## src/rtl/spi_flash_responder.sv

```systemverilog
// SPI-mode-0 flash responder: read (0x03), fast read (0x0B), JEDEC ID (0x9F),
// status (0x05) and deep power-down (0xB9/0xAB), backed by a 1-cycle-latency read port.
module spi_flash_responder #(
  parameter logic [23:0] JEDEC_ID   = 24'hEF4016,
  parameter logic [7:0]  STATUS_VAL = 8'h00
) (
  input  logic        clk_48mhz,
  input  logic        reset,
  input  logic        spi_cs,
  input  logic        spi_sck,
  input  logic        spi_mosi,
  output logic        spi_miso,
  output logic        spi_miso_oe,
  output logic [23:0] mem_addr,
  output logic        mem_rd_en,
  input  logic [7:0]  mem_rd_data,
  output logic        cmd_valid,
  output logic [7:0]  cmd_byte
);

  typedef enum logic [2:0] {IDLE, CMD, ADDR, DUMMY, DATA, IGNORE} state_e;
  typedef enum logic [1:0] {M_READ, M_ID, M_STAT} mode_e;

  localparam logic [7:0] C_READ  = 8'h03;
  localparam logic [7:0] C_FAST  = 8'h0B;
  localparam logic [7:0] C_RDID  = 8'h9F;
  localparam logic [7:0] C_RDSR  = 8'h05;
  localparam logic [7:0] C_PDOWN = 8'hB9;
  localparam logic [7:0] C_PUP   = 8'hAB;

  logic [1:0]  cs_sync_q, sck_sync_q, mosi_sync_q;
  logic        cs_prev_q, sck_prev_q;
  state_e      state_q, state_d;
  mode_e       mode_q, mode_d;
  logic        fast_q, fast_d, pd_q, pd_d;
  logic [2:0]  cnt_q, cnt_d;
  logic [6:0]  rx_q, rx_d;
  logic [1:0]  addr_cnt_q, addr_cnt_d, id_idx_q, id_idx_d;
  logic [23:0] addr_q, addr_d;
  logic        rd_en_q, rd_en_d, rd_vld_q;
  logic [7:0]  hold_q, hold_d, tx_q, tx_d;
  logic        oe_q, oe_d, cv_q, cv_d;
  logic [7:0]  cb_q, cb_d;

  logic       cs_s, mosi_s, cs_fall, cs_rise, sck_rise, sck_fall, byte_done;
  logic [7:0] rx_byte, load_val, id_byte;

  assign cs_s      = cs_sync_q[1];
  assign mosi_s    = mosi_sync_q[1];
  assign cs_fall   = cs_prev_q & ~cs_s;
  assign cs_rise   = ~cs_prev_q & cs_s;
  assign sck_rise  = sck_sync_q[1] & ~sck_prev_q & ~cs_s;
  assign sck_fall  = ~sck_sync_q[1] & sck_prev_q & ~cs_s;
  assign byte_done = sck_rise && (cnt_q == 3'd7);
  assign rx_byte   = {rx_q, mosi_s};
  // Read data may land in the same cycle as the load edge, so bypass the holding reg.
  assign load_val  = rd_vld_q ? mem_rd_data : hold_q;

  always_comb begin
    case (id_idx_q)
      2'd0:    id_byte = JEDEC_ID[23:16];
      2'd1:    id_byte = JEDEC_ID[15:8];
      2'd2:    id_byte = JEDEC_ID[7:0];
      default: id_byte = 8'h00;
    endcase
  end

  always_comb begin
    state_d    = state_q;
    mode_d     = mode_q;
    fast_d     = fast_q;
    pd_d       = pd_q;
    rx_d       = rx_q;
    addr_cnt_d = addr_cnt_q;
    id_idx_d   = id_idx_q;
    addr_d     = addr_q;
    rd_en_d    = 1'b0;
    hold_d     = rd_vld_q ? mem_rd_data : hold_q;
    tx_d       = tx_q;
    oe_d       = oe_q;
    cv_d       = 1'b0;
    cb_d       = cb_q;

    if (cs_s)          cnt_d = 3'd0;
    else if (sck_rise) cnt_d = cnt_q + 3'd1;
    else               cnt_d = cnt_q;
    if (sck_rise) rx_d = rx_byte[6:0];

    case (state_q)
      IDLE: begin
        oe_d = 1'b0;
        if (cs_fall) state_d = CMD;
      end
      CMD: if (byte_done) begin
        cv_d       = 1'b1;
        cb_d       = rx_byte;
        addr_cnt_d = 2'd0;
        id_idx_d   = 2'd0;
        state_d    = IGNORE;
        if (!pd_q || rx_byte == C_PUP) begin
          case (rx_byte)
            C_READ:  begin state_d = ADDR; mode_d = M_READ; fast_d = 1'b0; end
            C_FAST:  begin state_d = ADDR; mode_d = M_READ; fast_d = 1'b1; end
            C_RDID:  begin state_d = DATA; mode_d = M_ID;   end
            C_RDSR:  begin state_d = DATA; mode_d = M_STAT; end
            C_PDOWN: pd_d = 1'b1;
            C_PUP:   pd_d = 1'b0;
            default: ;
          endcase
        end
      end
      ADDR: if (sck_rise) begin
        addr_d = {addr_q[22:0], mosi_s};
        if (byte_done) begin
          addr_cnt_d = addr_cnt_q + 2'd1;
          if (addr_cnt_q == 2'd2) begin
            if (fast_q) state_d = DUMMY;
            else begin state_d = DATA; rd_en_d = 1'b1; end
          end
        end
      end
      DUMMY: if (byte_done) begin
        state_d = DATA;
        rd_en_d = 1'b1;
      end
      DATA: if (sck_fall) begin
        // Counter back at 0 on a falling edge means a byte boundary: present a new MSB.
        if (cnt_q == 3'd0) begin
          oe_d = 1'b1;
          case (mode_q)
            M_READ: begin
              tx_d    = load_val;
              addr_d  = addr_q + 24'd1;
              rd_en_d = 1'b1;
            end
            M_ID: begin
              tx_d = id_byte;
              if (id_idx_q != 2'd3) id_idx_d = id_idx_q + 2'd1;
            end
            default: tx_d = STATUS_VAL;
          endcase
        end else begin
          tx_d = {tx_q[6:0], 1'b0};
        end
      end
      default: oe_d = 1'b0;
    endcase

    if (cs_rise) begin
      state_d = IDLE;
      oe_d    = 1'b0;
      rd_en_d = 1'b0;
      tx_d    = 8'h00;
    end
  end

  always_ff @(posedge clk_48mhz) begin
    if (reset) begin
      cs_sync_q   <= '0;
      sck_sync_q  <= '0;
      mosi_sync_q <= '0;
      cs_prev_q   <= 1'b0;
      sck_prev_q  <= 1'b0;
      state_q     <= IDLE;
      mode_q      <= M_READ;
      fast_q      <= 1'b0;
      pd_q        <= 1'b0;
      cnt_q       <= '0;
      rx_q        <= '0;
      addr_cnt_q  <= '0;
      id_idx_q    <= '0;
      addr_q      <= '0;
      rd_en_q     <= 1'b0;
      rd_vld_q    <= 1'b0;
      hold_q      <= '0;
      tx_q        <= '0;
      oe_q        <= 1'b0;
      cv_q        <= 1'b0;
      cb_q        <= '0;
    end else begin
      cs_sync_q   <= {cs_sync_q[0], spi_cs};
      sck_sync_q  <= {sck_sync_q[0], spi_sck};
      mosi_sync_q <= {mosi_sync_q[0], spi_mosi};
      cs_prev_q   <= cs_sync_q[1];
      sck_prev_q  <= sck_sync_q[1];
      state_q     <= state_d;
      mode_q      <= mode_d;
      fast_q      <= fast_d;
      pd_q        <= pd_d;
      cnt_q       <= cnt_d;
      rx_q        <= rx_d;
      addr_cnt_q  <= addr_cnt_d;
      id_idx_q    <= id_idx_d;
      addr_q      <= addr_d;
      rd_en_q     <= rd_en_d;
      rd_vld_q    <= rd_en_q;
      hold_q      <= hold_d;
      tx_q        <= tx_d;
      oe_q        <= oe_d;
      cv_q        <= cv_d;
      cb_q        <= cb_d;
    end
  end

  assign spi_miso    = oe_q & tx_q[7];
  assign spi_miso_oe = oe_q;
  assign mem_addr    = addr_q;
  assign mem_rd_en   = rd_en_q;
  assign cmd_valid   = cv_q;
  assign cmd_byte    = cb_q;

endmodule

```

## config.mk

```make
export PLATFORM = sky130hd
export DESIGN_NAME = spi_flash_responder
export DESIGN_NICKNAME = d
export VERILOG_FILES = /design/src/rtl/spi_flash_responder.sv
export SDC_FILE = /design/constraint.sdc
export NUM_CORES = 1
export LEC_CHECK = 0
export ABC_CLOCK_PERIOD_IN_PS = 6500
export CAP_MARGIN = 0
export CELL_PAD_IN_SITES_DETAIL_PLACEMENT = 1
export CELL_PAD_IN_SITES_GLOBAL_PLACEMENT = 2
export CORE_AREA = 2 2 110 112
export DETAILED_ROUTE_END_ITERATION = 8
export DIE_AREA = 0 0 112 114
export GPL_ROUTABILITY_DRIVEN = 1
export PLACE_DENSITY_LB_ADDON = 0.1
export SLEW_MARGIN = 20
export SYNTH_ARGS = -nofsm -noshare
export SYNTH_HDL_FRONTEND = slang
export SYNTH_SLANG_ARGS = --single-unit
```

## constraint.sdc

```tcl
create_clock -name clk_48mhz -period 6.5 [get_ports clk_48mhz]
set_input_delay 0.975 -clock clk_48mhz [delete_from_list [all_inputs] [get_ports clk_48mhz]]
set_output_delay 0.975 -clock clk_48mhz [all_outputs]
set_load 0.005 [all_outputs]
```

==> flow_metrics.env <==
export IMPL_status="complete, no violations"
export IMPL_cts_buffers=9
export IMPL_grt_usage_pct=20.0
export IMPL_cts_root_buf="clkbuf_16"
export IMPL_grt_overflow=0
export IMPL_dr_total_vias=3840
export IMPL_finalClockSkew_ns=0.00790
export IMPL_dpl_cell_area_sq_mm=0.00462
export IMPL_numPortBuffers=48
export IMPL_ir_drop_uv=109
export IMPL_grt_start_max_net_pins=45
export IMPL_hold_viol=0
export IMPL_nNetsFinal=554
export IMPL_synth_cell_area_sq_mm=0.00409
export IMPL_dp_hpwl_um=8270
export IMPL_final_cell_mix="dfxtp_1, nor2_1, nand2_1, clkdlybuf4s50_1, a21oi_1"
export IMPL_setup_worst_path_end_class="register"
export IMPL_post_route_period_util_pct=41.1
export IMPL_area_growth_syn_to_layout_pct=20.1
export IMPL_start_util_pct=34.9
export IMPL_min_path_type="register to register"
export IMPL_insertion_delay_ns=0.35
export IMPL_grt_pass1_vias=3933
export IMPL_rsz0062_at_grt="no"
export IMPL_drive_above_1_share_pct=5.98
export IMPL_antenna_cells=0
export IMPL_yosys_cell_types_count=62
export IMPL_antenna_found_initial=0
export IMPL_cpPeakStageDelay_ns=0.59
export IMPL_post_cts_buffers=0
export IMPL_cts_num_sinks=81
export IMPL_stdcell_area_sq_mm=0.00491
export IMPL_final_common_cell="dfxtp_1"
export IMPL_yosys_area_top_type="dfxtp_1"
export IMPL_cts_tree="done"
export IMPL_ys_ff_latch=81
export IMPL_die_h_um=114
export IMPL_synthCells=499
export IMPL_crit_slowest_cell="nand3_1"
export IMPL_core_sq_mm=0.0117
export IMPL_synth_warning_count=0
export IMPL_path_cells="inv_1, ha_1, nor4b_1, nand3_1, nand2_4, a22oi_1, a2111oi_2"
export IMPL_drc=0
export IMPL_die_x_um=112
export IMPL_required_ns=6.75
export IMPL_clk_path_buf_depth=2
export IMPL_synthArstFlopShare_pct=0
export IMPL_p_leak_uw=0.00165
export IMPL_worst_pin_slew_ns=0.962
export IMPL_first_pass_iters=6
export IMPL_num_rows=40
export IMPL_first_iter_violations=159
export IMPL_p_per_area_mw_per_mm2=214
export IMPL_synth_area_leaders="dfxtp_1, nor2_1, a21oi_1, mux2i_1, nand2_1"
export IMPL_wl_per_cell_um=17.7
export IMPL_via_per_inst=5.63
export IMPL_synth_nets=523
export IMPL_utilization_pct=41.9
export IMPL_drv_cap=0
export IMPL_slew_headroom_pct=35.3
export IMPL_h_tree_depth=3
export IMPL_clk_pin_slew_ns=0.07
export IMPL_grt_pass1_wl_um=20500
export IMPL_synth_edf_count=0
export IMPL_ant_nets=0
export IMPL_drt_total_wl_um=12100
export IMPL_netlist_area_leader_share_pct=39.7
export IMPL_dieArea_sq_mm=0.0128
export IMPL_crit_arrival_ns=2.92
export IMPL_criticalPathCategory="register to register"
export IMPL_setup_viol_count_final=0
export IMPL_ys_flop_type="dfxtp_1"
export IMPL_final_max_slew_viol_count=0
export IMPL_fillers=1407
export IMPL_ys_seq_area_share_pct=39.7
export IMPL_final_setup_tns_ns=0
export IMPL_syn_mean_instance_area_sq_um=8.19
export IMPL_ctsHoldBuffers=0
export IMPL_power_uw=1050
export IMPL_ios=49
export IMPL_worstPathMaxFanout=20
export IMPL_period_needed_ns=2.67
export IMPL_cts_resized=0
export IMPL_clock_fmax_mhz=374
export IMPL_crit_path_start_kind="register"
export IMPL_gp_congestion=0.755
==> worst max-delay path, delay by kind of cell (launching register included) <==
family                     cells  cell delay, ns
adders and majority gates      1            0.17
AOI/OAI and AO/OA              2            0.46
and+or+nand+nor                3            1.54
buffers and inverters          1            0.09
DFF                            1            0.32
==> final timing paths <==
path                             startpoint                   endpoint  slack (ns)  depth (start not counted)
setup / recovery      cnt_q[1]$_SDFFE_PP0P_  mem_addr[23]$_SDFFE_PP0P_        3.83                          7
hold / removal    mosi_sync_q[0]$_SDFF_PP0_  mosi_sync_q[1]$_SDFF_PP0_        0.45                          1
setup reg to reg      cnt_q[1]$_SDFFE_PP0P_  mem_addr[23]$_SDFFE_PP0P_        3.83                          7
hold reg to reg   mosi_sync_q[0]$_SDFF_PP0_  mosi_sync_q[1]$_SDFF_PP0_        0.45                          1
==> layout make-up <==
type                    count  area (sq um)  area share (%)
clock buffers              11           233            4.74
clock inverters             5          56.3            1.15
inverters                  12          45.0           0.918
multi-input cells         374          2260            46.1
flip-flops and latches     81          1620            33.1
well taps                 147           184            3.75
repair buffers             52           505            10.3
==> per-stage QoR <==
step                setup WS, ns  hold WS [ns]  instances
floorplan                   4.34         0.414        499
global placement            3.87         0.418        666
detailed placement          3.81         0.438        666
CTS                         3.79         0.452        682
global route                3.43         0.464        682
finish                      3.83         0.445        682
==> sequential cells by signal (all words and copies together), names as in the netlist, 3 cells and up <==
signal    count
mem_addr     24
cmd_byte      8
hold_q        8
tx_q          8
rx_q          7
cnt_q         3
state_q       3
==> where the power goes <==
| group | leakage [uW] | total, uW | switching, uW | internal [uW] |
|---|---|---|---|---|
| clock network | 0.000139 | 508 | 211 | 297 |
| logic | 0.000853 | 35.2 | 20.7 | 14.5 |
| registers | 0.000654 | 507 | 6.41 | 500 |
| total | 0.00165 | 1050 | 238 | 812 |
==> metal layers <==
metal	routed length [um]	GRT usage (%)	share of wire [%]
met5	0	0	0
met4	231	7.80	1.9
met3	490	3.72	4.1
met2	5770	34.0	48
met1	5590	25.2	46
==> cells in the mapped netlist (3+ instances only) <==
library cell / instances
and2_1: 6
a311oi_1: 4
or3b_1: 3
a31o_2: 3
nor2b_1: 17
a22o_1: 4
nor3_1: 15
a21oi_1: 44
clkbuf_1: 19
nand2_1: 47
nand2b_1: 9
a211oi_1: 7
nand3_1: 13
ha_1: 11
nor4_1: 4
mux2i_1: 18
or3_1: 7
o22ai_1: 4
buf_2: 3
buf_6: 3
a31oi_1: 9
nor4b_1: 3
o31ai_1: 6
inv_1: 12
nor2_1: 64
a22oi_1: 9
dfxtp_1: 81
buf_1: 6
o21ai_0: 24
nand4_1: 6
==> cell families after synthesis <==
logic type / Yosys count / share of synthesized area [%]
buf+inv: 44 / 4.96
mux: 18 / 4.41
flops: 81 / 39.7
compound gates: 133 / 21.0
fa+ha+maj: 11 / 3.37
simple gates: 211 / 26.4
xor+xnor: 1 / 0.214
(Power assumes the default switching activity.)
